`config.mk`:
```
export PLATFORM = sky130hd
export DESIGN_NAME = color_effect_pipe
export DESIGN_NICKNAME = d
export VERILOG_FILES = /design/src/rtl/color_effect_pipe.sv
export SDC_FILE = /design/constraint.sdc
export NUM_CORES = 1
export LEC_CHECK = 0
export CORE_MARGIN = 2
export CORE_UTILIZATION = 50
export DETAILED_ROUTE_END_ITERATION = 16
export PLACE_DENSITY_LB_ADDON = 0.15
export SLEW_MARGIN = 20
export SYNTH_ARGS = -nofsm -noshare
export SYNTH_HDL_FRONTEND = slang
export SYNTH_SLANG_ARGS = --single-unit
```
`constraint.sdc`:
```
create_clock -name clk -period 11.7 [get_ports clk]
set_clock_uncertainty 0.05 [all_clocks]
set_input_delay 1.755 -clock clk [delete_from_list [all_inputs] [get_ports clk]]
set_output_delay 1.755 -clock clk [all_outputs]
set_load 0.01 [all_outputs]
```
`src/rtl/color_effect_pipe.sv`:
```
// color_effect_pipe: 3-stage centre-pixel colour effect pipeline (passthrough/grayscale/invert/threshold) with output pixel counter.
// Ports: clk, reset (async, active-high); color_data/in_valid/in_ready 3x3 window input (centre in MSBs);
// mode/thr effect select sampled with each pixel; filter_rgb_out/out_valid/out_ready registered pixel output;
// pix_count completed output transfers. Macro COLOR_EFFECT_THRESHOLD_EN enables mode 3 threshold, else mode 3 passes through.
module color_effect_pipe #(
  parameter int CW = 4,
  parameter int CNT_W = 19
) (
  input  logic               clk,
  input  logic               reset,
  input  logic [27*CW-1:0]   color_data,
  input  logic               in_valid,
  output logic               in_ready,
  input  logic [1:0]         mode,
  input  logic [CW-1:0]      thr,
  output logic [3*CW-1:0]    filter_rgb_out,
  output logic               out_valid,
  input  logic               out_ready,
  output logic [CNT_W-1:0]   pix_count
);
  localparam int PW = 3*CW;
  localparam int YW = CW+9;
  localparam logic [YW-1:0] YMAX = YW'(2**CW-1);
  logic en, v1, v2;
  logic [PW-1:0] p1, p2, fx;
  logic [1:0] m1, m2;
  logic [CW-1:0] y, y2;
  logic [YW-1:0] y_sum, y_sh;
  logic unused_bits;
`ifdef COLOR_EFFECT_THRESHOLD_EN
  logic [CW-1:0] t1, t2;
  assign unused_bits = ^color_data[8*PW-1:0];
`else
  assign unused_bits = ^{color_data[8*PW-1:0], thr};
`endif
  // one enable for every stage: the whole pipe stalls only when the output is blocked
  assign en = !out_valid || out_ready;
  assign in_ready = en;
  always_comb begin
    y_sum = YW'(77)*YW'(p1[PW-1 -: CW]) + YW'(150)*YW'(p1[2*CW-1 -: CW]) + YW'(29)*YW'(p1[CW-1:0]) + YW'(128);
    y_sh = y_sum >> 8;
    y = (y_sh > YMAX) ? YMAX[CW-1:0] : y_sh[CW-1:0];
  end
  // per-channel (2^CW-1)-c is a plain bitwise inversion
  assign fx = (m2 == 2'd1) ? {3{y2}} :
              (m2 == 2'd2) ? ~p2 :
`ifdef COLOR_EFFECT_THRESHOLD_EN
              (m2 == 2'd3) ? {PW{y2 >= t2}} :
`endif
              p2;
  always_ff @(posedge clk or posedge reset) begin
    if (reset) begin
      v1 <= 1'b0;
      v2 <= 1'b0;
      out_valid <= 1'b0;
      filter_rgb_out <= '0;
      pix_count <= '0;
    end else begin
      if (out_valid && out_ready) pix_count <= pix_count + CNT_W'(1);
      if (en) begin
        v1 <= in_valid;
        v2 <= v1;
        out_valid <= v2;
        if (v2) filter_rgb_out <= fx;
      end
    end
  end
  // payload registers need no reset: their valid bits gate them
  always_ff @(posedge clk) begin
    if (en && in_valid) begin
      p1 <= color_data[9*PW-1 -: PW];
      m1 <= mode;
`ifdef COLOR_EFFECT_THRESHOLD_EN
      t1 <= thr;
`endif
    end
    if (en && v1) begin
      p2 <= p1;
      m2 <= m1;
      y2 <= y;
`ifdef COLOR_EFFECT_THRESHOLD_EN
      t2 <= t1;
`endif
    end
  end
endmodule

```
======== After elaboration in Yosys (flattened, before gate mapping) ========
Cells that the tools add are included.
word-level totals
  register bits ........................... 66
  latch bits .............................. 0
  output and inout bits ................... 33
  memories kept ........................... 0
  ROM bits ................................ 0
  input bits .............................. 118
  RAM bits ................................ 0
operators by class
  equal/unequal tests ..................... 2
  div/mod/pow operators ................... 0
  multiplexer cells ....................... 2
  reduce and logical (&&, ||, !) cells .... 6
  order comparisons ....................... 1
  bitwise operators ....................... 1
  shifts and indexed selects .............. 0
  $mul .................................... 3
  $add $sub $neg .......................... 4
operators by type and width
  kind                     number
  $mux W12                 2
  $mul A7 B4 Y11 const A   2
  $add A19 B1 Y19 const B  1
  $add A11 B12 Y13         1
  $add A13 B8 Y13 const B  1
  $add A13 B9 Y13          1
  $not A12 Y12             1
  $mul A5 B4 Y9 const A    1
  $gt A5 B4 Y1 const B     1
  $logic_and A1 B1 Y1      3
  $eq A2 B1 Y1 const B     1
  $eq A2 B2 Y1 const B     1
  $reduce_and A2 Y1        1
  $logic_not A1 Y1         1
  $logic_or A1 B1 Y1       1

======== Logic depth before layout (Yosys ltp) ========
Gate-level depths: netlist (run 1).
  depth after elaboration ................. 5
  depth in mapped cells ................... 23
  gate-level depth less buffers ........... 23

======== Least setup slack after synthesis (run 1) ========
Ideal clock, no wire load.
  kind .................................... reg-to-reg
  start ................................... reg p1[6]
  end ..................................... reg y2[2], data pin
  slack ................................... 6115 ps
  required time ........................... 11383 ps
  arrival ................................. 5268 ps
  path buffers ............................ 0
  cell stages (with the launch flop) ...... 24
  path through ............................ edfxtp_1 -> ha_1 -> inv_1 -> fa_1 -> inv_1 -> ha_1 -> and3b_1 -> nor3_1 -> nor2_1 -> ha_1 -> ha_1 -> inv_1 -> fa_1 -> inv_1 -> fa_1 -> inv_1 -> fa_1 -> inv_1 -> ha_1 -> a21o_1 -> a221o_1 -> a221oi_1 -> nand3_1 -> nand4b_1
between the ends
  longest elaborated chain between the ends .. 5
RTL lines
  what                      line  text
  start: declaration        25    logic [PW-1:0] p1, p2, fx;
  start signal: assignment  71    p1 <= color_data[9*PW-1 -: PW];
  $mul A7 B4 Y11 (*)        40    y_sum = YW'(77)*YW'(p1[PW-1 -: CW]) + YW'(150)*YW'(p1[2*CW-1 -: CW]) + YW'(29)*YW'(p1[CW-1:0]) + YW'(128);
  $add A11 B12 Y13 (*)      40
  $add A13 B9 Y13 (*)       40
  $add A13 B8 Y13 (*)       40
  $gt A5 B4 Y1              42    y = (y_sh > YMAX) ? YMAX[CW-1:0] : y_sh[CW-1:0];
  end signal: assignment    80    y2 <= y;
  end: declaration          27    logic [CW-1:0] y, y2;
Every way passes the cells marked *; elsewhere a longest branch is shown, timed or not.
A chain may end at the register's enable or synchronous reset.

======== Worst setup path after layout (run 1) ========
Ends and elaborated chain as after synthesis.

==> results.txt, run 1 <==
After filler insertion, the fill cell instance count of the layout stands at 666. The worst register-to-register path has a setup slack of 5.68 ns. The synthesized design contains 32 enable-type register cells. The top cell type's share of synthesized area came out at 22.27%. Entering global routing, the biggest net connects 35 pins. The type of origin of the critical path is a flip-flop.

The post-detailed-placement half-perimeter wirelength came out at 5909 microns. STA classifies the critical path endpoint as a flip-flop. The sum of routed wire length over all layers came out at 7243 microns. The horizontal extent of the die came out at between 90 and 100 microns. For this block, the initial DRC count from the detailed router was ~100. In the finished design, the share of the clock period the worst path needs comes to 51.49%.

The sequential cells in the finished layout cover a total of between 1500 and 2000 sq um. The sum of negative setup slack is 0 ns. The latest clock arrival within the worst-skew pair came out at 0.33 ns. The remaining antenna violation count is 0. The floorplan step defined a die boundary enclosing 9390 sq um. Global routing used 16.55% of the available tracks. The vertical extent of the die came out at just under 100 microns. The number of gates resized after CTS came out at 0. The number of maximum-capacitance violations came out at 0. The run finished with clean final reports. The routed length per instance is ~13 microns. The predominant post-synthesis flop cell is dfrtp_1. The maximum ir drop on the vdd rail came out at roughly 0.00020 V. The signed area change from the synthesized netlist to the final layout is 19.54%. In this run the clock root is driven by a clkbuf_8. In the routed layout, each cell is associated on average with a via count of 5.060.

In this run the cell area of the synthesized design comes to approximately 4300 sq um. Of all nets on the critical path, the largest fanout is 8. The post-route DRC violation count is 0. The count of final max-slew check failures is 0. The count of TritonRoute iterations in the first routing pass came out at 4. The number of warning messages in the yosys log is 0. The final critical-path required period came out at 6.024 ns. The initial antenna violation count is 0. In the final design database the tool counted 633 nets. The clock passes through at most 2 buffers.

The cts-stage hold buffer count came out at 0. The leakage power is 2.406 nW. The proportion of layout cells with a drive suffix above 1 came out at 6.067%.

The total overflow reported by the global router is 0. The data required time of the critical path is 11.72 ns. The total number of placement rows came out at 33.

After floorplanning, the core was sized to cover 8299 sq um. The final count of negative-setup-slack endpoints came out at 0. Setup repair after global routing left no endpoint under its margin. The number of buffers inserted to repair setup after CTS is 0. The worst pin sits at a relative slew slack of about half. The first-pass GRT wire length is 12730 microns. The count of pins on the block boundary is 151.

For this configuration, the core starts out at a cell density of between 50% and 60%. The CTS clock-pin slew for the worst setup and hold paths is 0.07 ns. The number of nets produced by synthesis is 579. The total power of the final layout is roughly 0.0013 W. The worst setup path is of the flip-flop to flip-flop kind. In the post-synthesis netlist, the biggest area contributors are edfxtp_1 (22%), dfrtp_1 (20%), ha_1 (15%). The multi-input combinational cells in the finished layout cover a total of about 2300 sq um. At the pin with the least slew margin, the transition time is 0.7524 ns. The post-synthesis cell count is 386.

The number of buffers created by CTS is 9. The synthesized area per cell came out at roughly 11 sq um. The weighted congestion reported at the end of routability-driven placement came out at around 0.82. After synthesis, the share of flip-flops with an asynchronous set or reset is 51.52%. The top cell type by total area after synthesis is edfxtp_1. The final core utilization is 62.16%. For this design the ratio of total power to cell area is ~240 nW/um^2. The share of synthesized area occupied by flip-flops and latches came out at 41.98%.

The data arrival time of the critical path is 6.04 ns. Timing would allow up to 166.0 MHz. The class of the worst hold path is flip-flop to flip-flop. The count of final hold-check violations was 0. The clock net in this run drives a total of 66 sinks. The routed via count came out at 2783.

The H-tree depth reported by CTS is 3. The number of antenna diodes came out at 0. The number of register bits inferred by synthesis came out at 66. The unique cell type count in the Yosys netlist is between 40 and 50. The via count of the first global-routing pass is approximately 2800. Input and output buffers added on the ports amount to 50. The clock tree from TritonCTS is built.
## metrics by stage
step,cell area (sq um),std cells,hold slack [ns],setup WS [ns]
global placement,4916,534,0.3566,5.800
global route,5159,550,0.3834,5.418
detailed placement,4916,534,0.3545,5.696
CTS,5159,550,0.3683,5.669
finish,5159,550,0.3674,5.676
floorplan,4315,386,0.3503,6.115
## final timing paths
path | depth (start not counted) | end | start
worst max-delay path | 23 | y2[2]$_SDFFCE_PN1P_ | p1[6]$_DFFE_PP_
worst min-delay path | 0 | m2[0]$_DFFE_PP_ | m1[0]$_DFFE_PP_
worst max register to register | 23 | y2[2]$_SDFFCE_PN1P_ | p1[6]$_DFFE_PP_
worst min register to register | 0 | m2[0]$_DFFE_PP_ | m1[0]$_DFFE_PP_
max in group asynchronous | 3 | filter_rgb_out[4]$_DFFE_PP0P_ | reset
min in group asynchronous | 3 | pix_count[13]$_DFFE_PP0P_ | reset
## synth_stat cells, drive strengths merged, types with 5 or more instances
master / instances
a21oi: 11
and3: 5
clkbuf: 5
dfrtp: 34
edfxtp: 32
fa: 23
ha: 52
inv: 56
nand2: 29
nand2b: 5
nand3: 12
nor2: 11
nor2b: 7
nor3: 5
o21ai: 29
xnor2: 14
xor2: 18
## where the power goes
| group | internal [W] | switching, W |
|---|---|---|
| Clock | 0.000139 | 0.0000849 |
| Sequential | 0.000316 | 0.0000449 |
| Combinational | 0.000316 | 0.000352 |
| Total | 0.000772 | 0.000482 |
## cells by family after synthesis
group | Yosys count | share of synthesized area [%]
and+or+nand+nor | 90 | 11.45
DFF | 66 | 41.98
adders and majority gates | 75 | 25.75
AOI/OAI and AO/OA | 53 | 7.075
xor gates and xnor gates | 32 | 6.495
muxes | 6 | 1.479
buffers and inverters | 64 | 5.770
## layer usage
layer  vias to the layer above  part of all wire, %  global-route usage (%)  wire length (microns)
met3                        11                  3.3                   4.046                    237
met1                      1316                   48                   22.06                   3476
met5                         -                    0                       0                      0
li1                       1412                    -                       -                      -
met4                         0                  1.6                   4.767                    114
met2                        44                   47                   27.03                   3415
## sequential cells by signal, indices dropped and copies added, names as in the netlist
register        count
p2                 12
filter_rgb_out     12
m1                  2
out_valid           1
v1                  1
y2                  4
v2                  1
pix_count          19
p1                 12
m2                  2
## cells in the final DEF (no fill, tap or decap), types with 2 or more instances in the layout
cell type / instances
nand2_1: 29
fa_1: 23
a21o_1: 3
o21ai_0: 29
ha_1: 52
and2_1: 2
xnor2_1: 14
clkdlybuf4s50_1: 50
nor3b_1: 3
nor2_1: 11
o21a_1: 2
edfxtp_1: 32
dfrtp_1: 34
bufinv_16: 2
nor3_1: 3
clkbuf_8: 10
nor2b_1: 7
mux2_2: 3
inv_1: 56
xor2_1: 18
nor3_4: 2
nand3_1: 11
nand4_1: 4
and3_1: 3
mux2i_1: 3
a21oi_1: 11
nand2b_1: 5
## final cells by class
class	count	area share, %
tap	105	2.547
inverter	56	4.075
clock buffer	11	3.153
multi-input combinational	256	43.71
sequential	66	35.12
clock inverter	5	1.552
timing repair buffer	51	9.847
## critical path, stage by stage, from the launching register on
cell and delay, ns:
edfxtp_1 0.53, ha_1 0.34, inv_1 0.05, fa_1 0.40, inv_1 0.07, ha_1 0.25, and3b_1 0.19, nor3_1 0.15
nor2_1 0.07, ha_1 0.18, ha_1 0.27, inv_1 0.04, fa_1 0.49, inv_1 0.06, fa_1 0.53, inv_1 0.05
fa_1 0.53, inv_1 0.05, ha_1 0.32, a21o_1 0.18, a221o_1 0.33, a221oi_1 0.25, nand3_1 0.16, nand4b_1 0.21
No activity file was read; power rests on OpenSTA's default activity.
==> run 2, diff against run 1 <==
- CORE_UTILIZATION: 50 -> 46
- clock period: 11.7 -> 5.95 ns (I/O delays scaled with it)
==> run 2 against run 1 <==
Against the previous run: clock-buffer cell count shrank 1; global-route usage hardly changed; utilization down 5.0 points; power rose by 98%; maximum frequency is 6.2% higher; cell count rose by 2.5%; routed wire length up 5.6%; flip-flop and latch count unchanged; combinational power up 110%; critical path depth shrank 1; sequential power up 95%; sequential share of layout area decreased by 0.48 points; critical path type unchanged; largest cell class unchanged.
==> results.txt, run 2 (synthesis results as in run 1) <==
The starting DRC count in detailed routing is 74 (was 101). The per-cell via count in the routed design came to 4.995 (was 5.060). The topmost layer with routed signal wires is met4 (unchanged). The sum of routed wire length over all layers came to 7651 microns (was 7243 microns). The vertical extent of the die is 100.9 microns (was 96.90 microns). The signed area change from the synthesized netlist to the final layout is 21.19% (was 19.54%). The fraction of power consumed by the clock network was 15.3% (was 17.9%). The fraction of the cycle the final worst path needs came out at 95.35% (was 51.49%). The sum of negative setup slack was 0 ns (unchanged). The total number of placement rows is 35 (was 33).

The area taken by multi-input logic gates is 2298 sq um (was 2255 sq um). The critical setup path kind is flip-flop to flip-flop (unchanged). The wire length on met2 came to 3790 microns (was 3415 microns).

The weighted congestion reported at the end of routability-driven placement is 0.7726 (was 0.8206). The start point of the critical path was p1[7]$_DFFE_PP_ (was p1[6]$_DFFE_PP_). The type of origin of the critical path is a flip-flop (unchanged).

The remaining antenna violation count came to 0 (unchanged). The clock tree from TritonCTS is built (unchanged). The switching power share of the total came out at 39.90% (was 38.45%). The part of the total power dissipated in sequential elements came out at 28.3% (was 28.8%). The number of antenna diodes came out at 0 (unchanged).

The most common cell after layout, fill and taps aside is inv_1 (unchanged). The area of the die is 10170 sq um (was 9390 sq um). The slack of the critical path was 0.2768 ns (was 5.676 ns).

The count of TritonRoute iterations in the first routing pass is 4 (unchanged). The global-route usage over all layers is 16.56% (was 16.55%). The initial antenna violation count is 0 (unchanged). The beginning of the worst register-to-register path is p1[7]$_DFFE_PP_ (was p1[6]$_DFFE_PP_).

The number of fillers in the final layout is 772 (was 666). The post-detailed-placement half-perimeter wirelength came out at 6260 microns (was 5909 microns). The beginning of the worst hold path was m1[1]$_DFFE_PP_ (was m1[0]$_DFFE_PP_). The count of final max-slew check failures is 0 (unchanged). The flip-flop count of the largest register, all copies and words added was 19 (unchanged).

The wire length the detailed router placed on met1 came out at 3523 microns (was 3476 microns). The final critical-path required period came out at 5.673 ns (was 6.024 ns). The latest clock arrival within the worst-skew pair is 0.33 ns (about the same). The number of buffers created by CTS was 9 (unchanged).

The initial standard-cell utilization of the core came out at 47.15% (was 52.00%). The worst setup slack before clock tree synthesis is 0.05817 ns (was 5.696 ns). The combinational group share of total power came out at 56.3% (was 53.3%). The routed length on met3 is 228 microns (was 237 microns). The cell internal power dissipation is 0.001494 W (was 0.0007717 W). The cell seen most often among critical-path stages is ha_1 (was inv_1). Unrepaired setup endpoints after global routing: no (unchanged). The clock tree root buffer cell is clkbuf_8 (unchanged). The count of port buffers added during placement is 50 (unchanged).

The register with the most flip-flops is pix_count (unchanged). The number of maximum-capacitance violations was 0 (unchanged). The horizontal extent of the die is 100.9 microns (was 96.90 microns). The maximum ir drop on the vdd rail came out at 0.0004360 V (was 0.0001986 V). The slowest cell on the critical path is fa_1 (was edfxtp_1). The core footprint came out at 9153 sq um (was 8299 sq um). The power per cell area came out at 475.4 nW/um^2 (was 243.0 nW/um^2). The highest clock rate is 176.3 MHz (was 166.0 MHz). The count of pins on the block boundary is 151 (unchanged). The post-route DRC violation count came out at 0 (unchanged).

The combined flip-flop and latch cell area came out at 1812 sq um (unchanged). The number of clock sinks is 66 (unchanged). The element type at the critical path end is a flip-flop (unchanged).

The maximum number of pins on one net before global-route repair came out at 35 (unchanged). Cell-by-cell trace of the critical path: buf_4 > ha_1 > ha_1 > ha_4 > and3b_1 > o21a_1 > nor2_1 > ha_1 > ha_1 > inv_1 > fa_1 > inv_1 > fa_1 > inv_1 > fa_1 > inv_2 > ha_4 > a21o_1 > a221o_1 > a221oi_2 > nand3_2 > nand4b_1 (was ha_1 > inv_1 > fa_1 > inv_1 > ha_1 > and3b_1 > nor3_1 > nor2_1 > ha_1 > ha_1 > inv_1 > fa_1 > inv_1 > fa_1 > inv_1 > fa_1 > inv_1 > ha_1 > a21o_1 > a221o_1 > a221oi_1 > nand3_1 > nand4b_1). The worst relative slew slack is 50.33% (was 49.84%). Run status: finished, final reports clean (unchanged). The via count of the first global-routing pass was 2845 (was 2758). The number of nets in the finished design came to 641 (was 633).

The data arrival time of the critical path came out at 5.69 ns (was 6.04 ns). The routed via count came to 2817 (was 2783). The routed length per instance is 13.57 microns (was 13.17 microns). Most frequent cells in the layout: inv_1 (54), ha_1 (50), clkdlybuf4s50_1 (50), dfrtp_1 (34), edfxtp_1 (32) (was inv_1 (56), ha_1 (52), clkdlybuf4s50_1 (50), dfrtp_1 (34), edfxtp_1 (32)). The count of final hold-check violations is 0 (unchanged). The total overflow reported by the global router is 0 (unchanged).

The final count of negative-setup-slack endpoints came out at 0 (unchanged). The maximum cell stage delay along the critical path is 0.53 ns (about the same). The maximum clock insertion buffer count is 2 (unchanged). The largest fanout on the critical path came out at 4 (was 8).

The class of the worst hold path is flip-flop to flip-flop (unchanged). The proportion of layout cells with a drive suffix above 1 came to 9.492% (was 6.067%). The net switching power came to 0.0009921 W (was 0.0004821 W). The H-tree depth reported by CTS is 3 (unchanged). The first-pass GRT wire length is 12920 microns (was 12730 microns). The CTS clock-pin slew for the worst setup and hold paths is 0.07 ns (about the same). The leakage power came out at 2.427 nW (was 2.406 nW). The data required time of the critical path is 5.96 ns (was 11.72 ns).

The slew of the pin with the lowest slew margin was 0.7450 ns (was 0.7524 ns).
==> run 2: repair_timing <==
| item | CTS | global route |
|---|---|---|
| resized for setup | 0 | 8 |
| buffers inserted | 0 | 5 |
| setup endpoints to repair | 0 | 4 |
| hold buffers | 0 | 0 |
==> run 2: through the flow <==
stage	utilization (%)	cells	cell area, sq um	power, W	hold WS [ns]
floorplan	-	386	4315	0.001659	0.3503
global placement	54.04	543	4946	0.002025	0.3533
detailed placement	54.04	543	4946	0.002070	0.3545
CTS	56.25	559	5149	0.002465	0.3695
global route	57.14	564	5230	0.002772	0.3845
finish	57.14	564	5230	0.002486	0.3682
==> run 2: path summary, 6_finish.rpt <==
check | endpoint | slack [ns] | cells after the start
worst max-delay path | y2[2]$_SDFFCE_PN1P_ | 0.28 | 22
max in group asynchronous | filter_rgb_out[8]$_DFFE_PP0P_ | 4.66 | 3
worst min-delay path | m2[1]$_DFFE_PP_ | 0.37 | 0
min in group asynchronous | pix_count[6]$_DFFE_PP0P_ | 0.89 | 3
worst min register to register | m2[1]$_DFFE_PP_ | 0.37 | 0
worst max register to register | y2[2]$_SDFFCE_PN1P_ | 0.28 | 22
==> run 2: metal layers <==
layer  vias to the layer above  track usage, %
li1                       1427               -
met1                      1337           21.56
met2                        43           27.74
met3                        10           3.121
met4                         0           5.690
met5                         -               0
==> run 2: worst max-delay path, delay by kind of cell (launching register included) <==
family,cells,cell delay (ns)
DFF,1,0.40
AOI/OAI and AO/OA,4,0.96
and+or+nand+nor,4,0.57
adders and majority gates,9,3.08
buffers and inverters,5,0.35
==> run 2: area by class of cell <==
class	instances	share of cell area, %
multi-input cells	256	43.95
flip-flops and latches	66	34.64
repair buffers	59	10.86
inverters	56	4.019
well taps	111	2.655
clock buffers	10	2.632
clock inverters	6	1.244
==> run 2: power groups by stage <==
stage / Sequential [W] / Clock, W / Combinational (W)
after floorplan: 0.000721 / 0 / 0.000938
after global placement: 0.000712 / 0 / 0.00131
after detailed placement: 0.000718 / 0 / 0.00135
after CTS: 0.000708 / 0.000394 / 0.00136
after global routing: 0.000721 / 0.000413 / 0.00164
final: 0.000705 / 0.000381 / 0.00140
==> run 3, diff against run 2 <==
- SKIP_LAST_GASP: unset -> 1
==> results of run 3 <==
Final layout, timing and power as in run 2 (identical DEF).
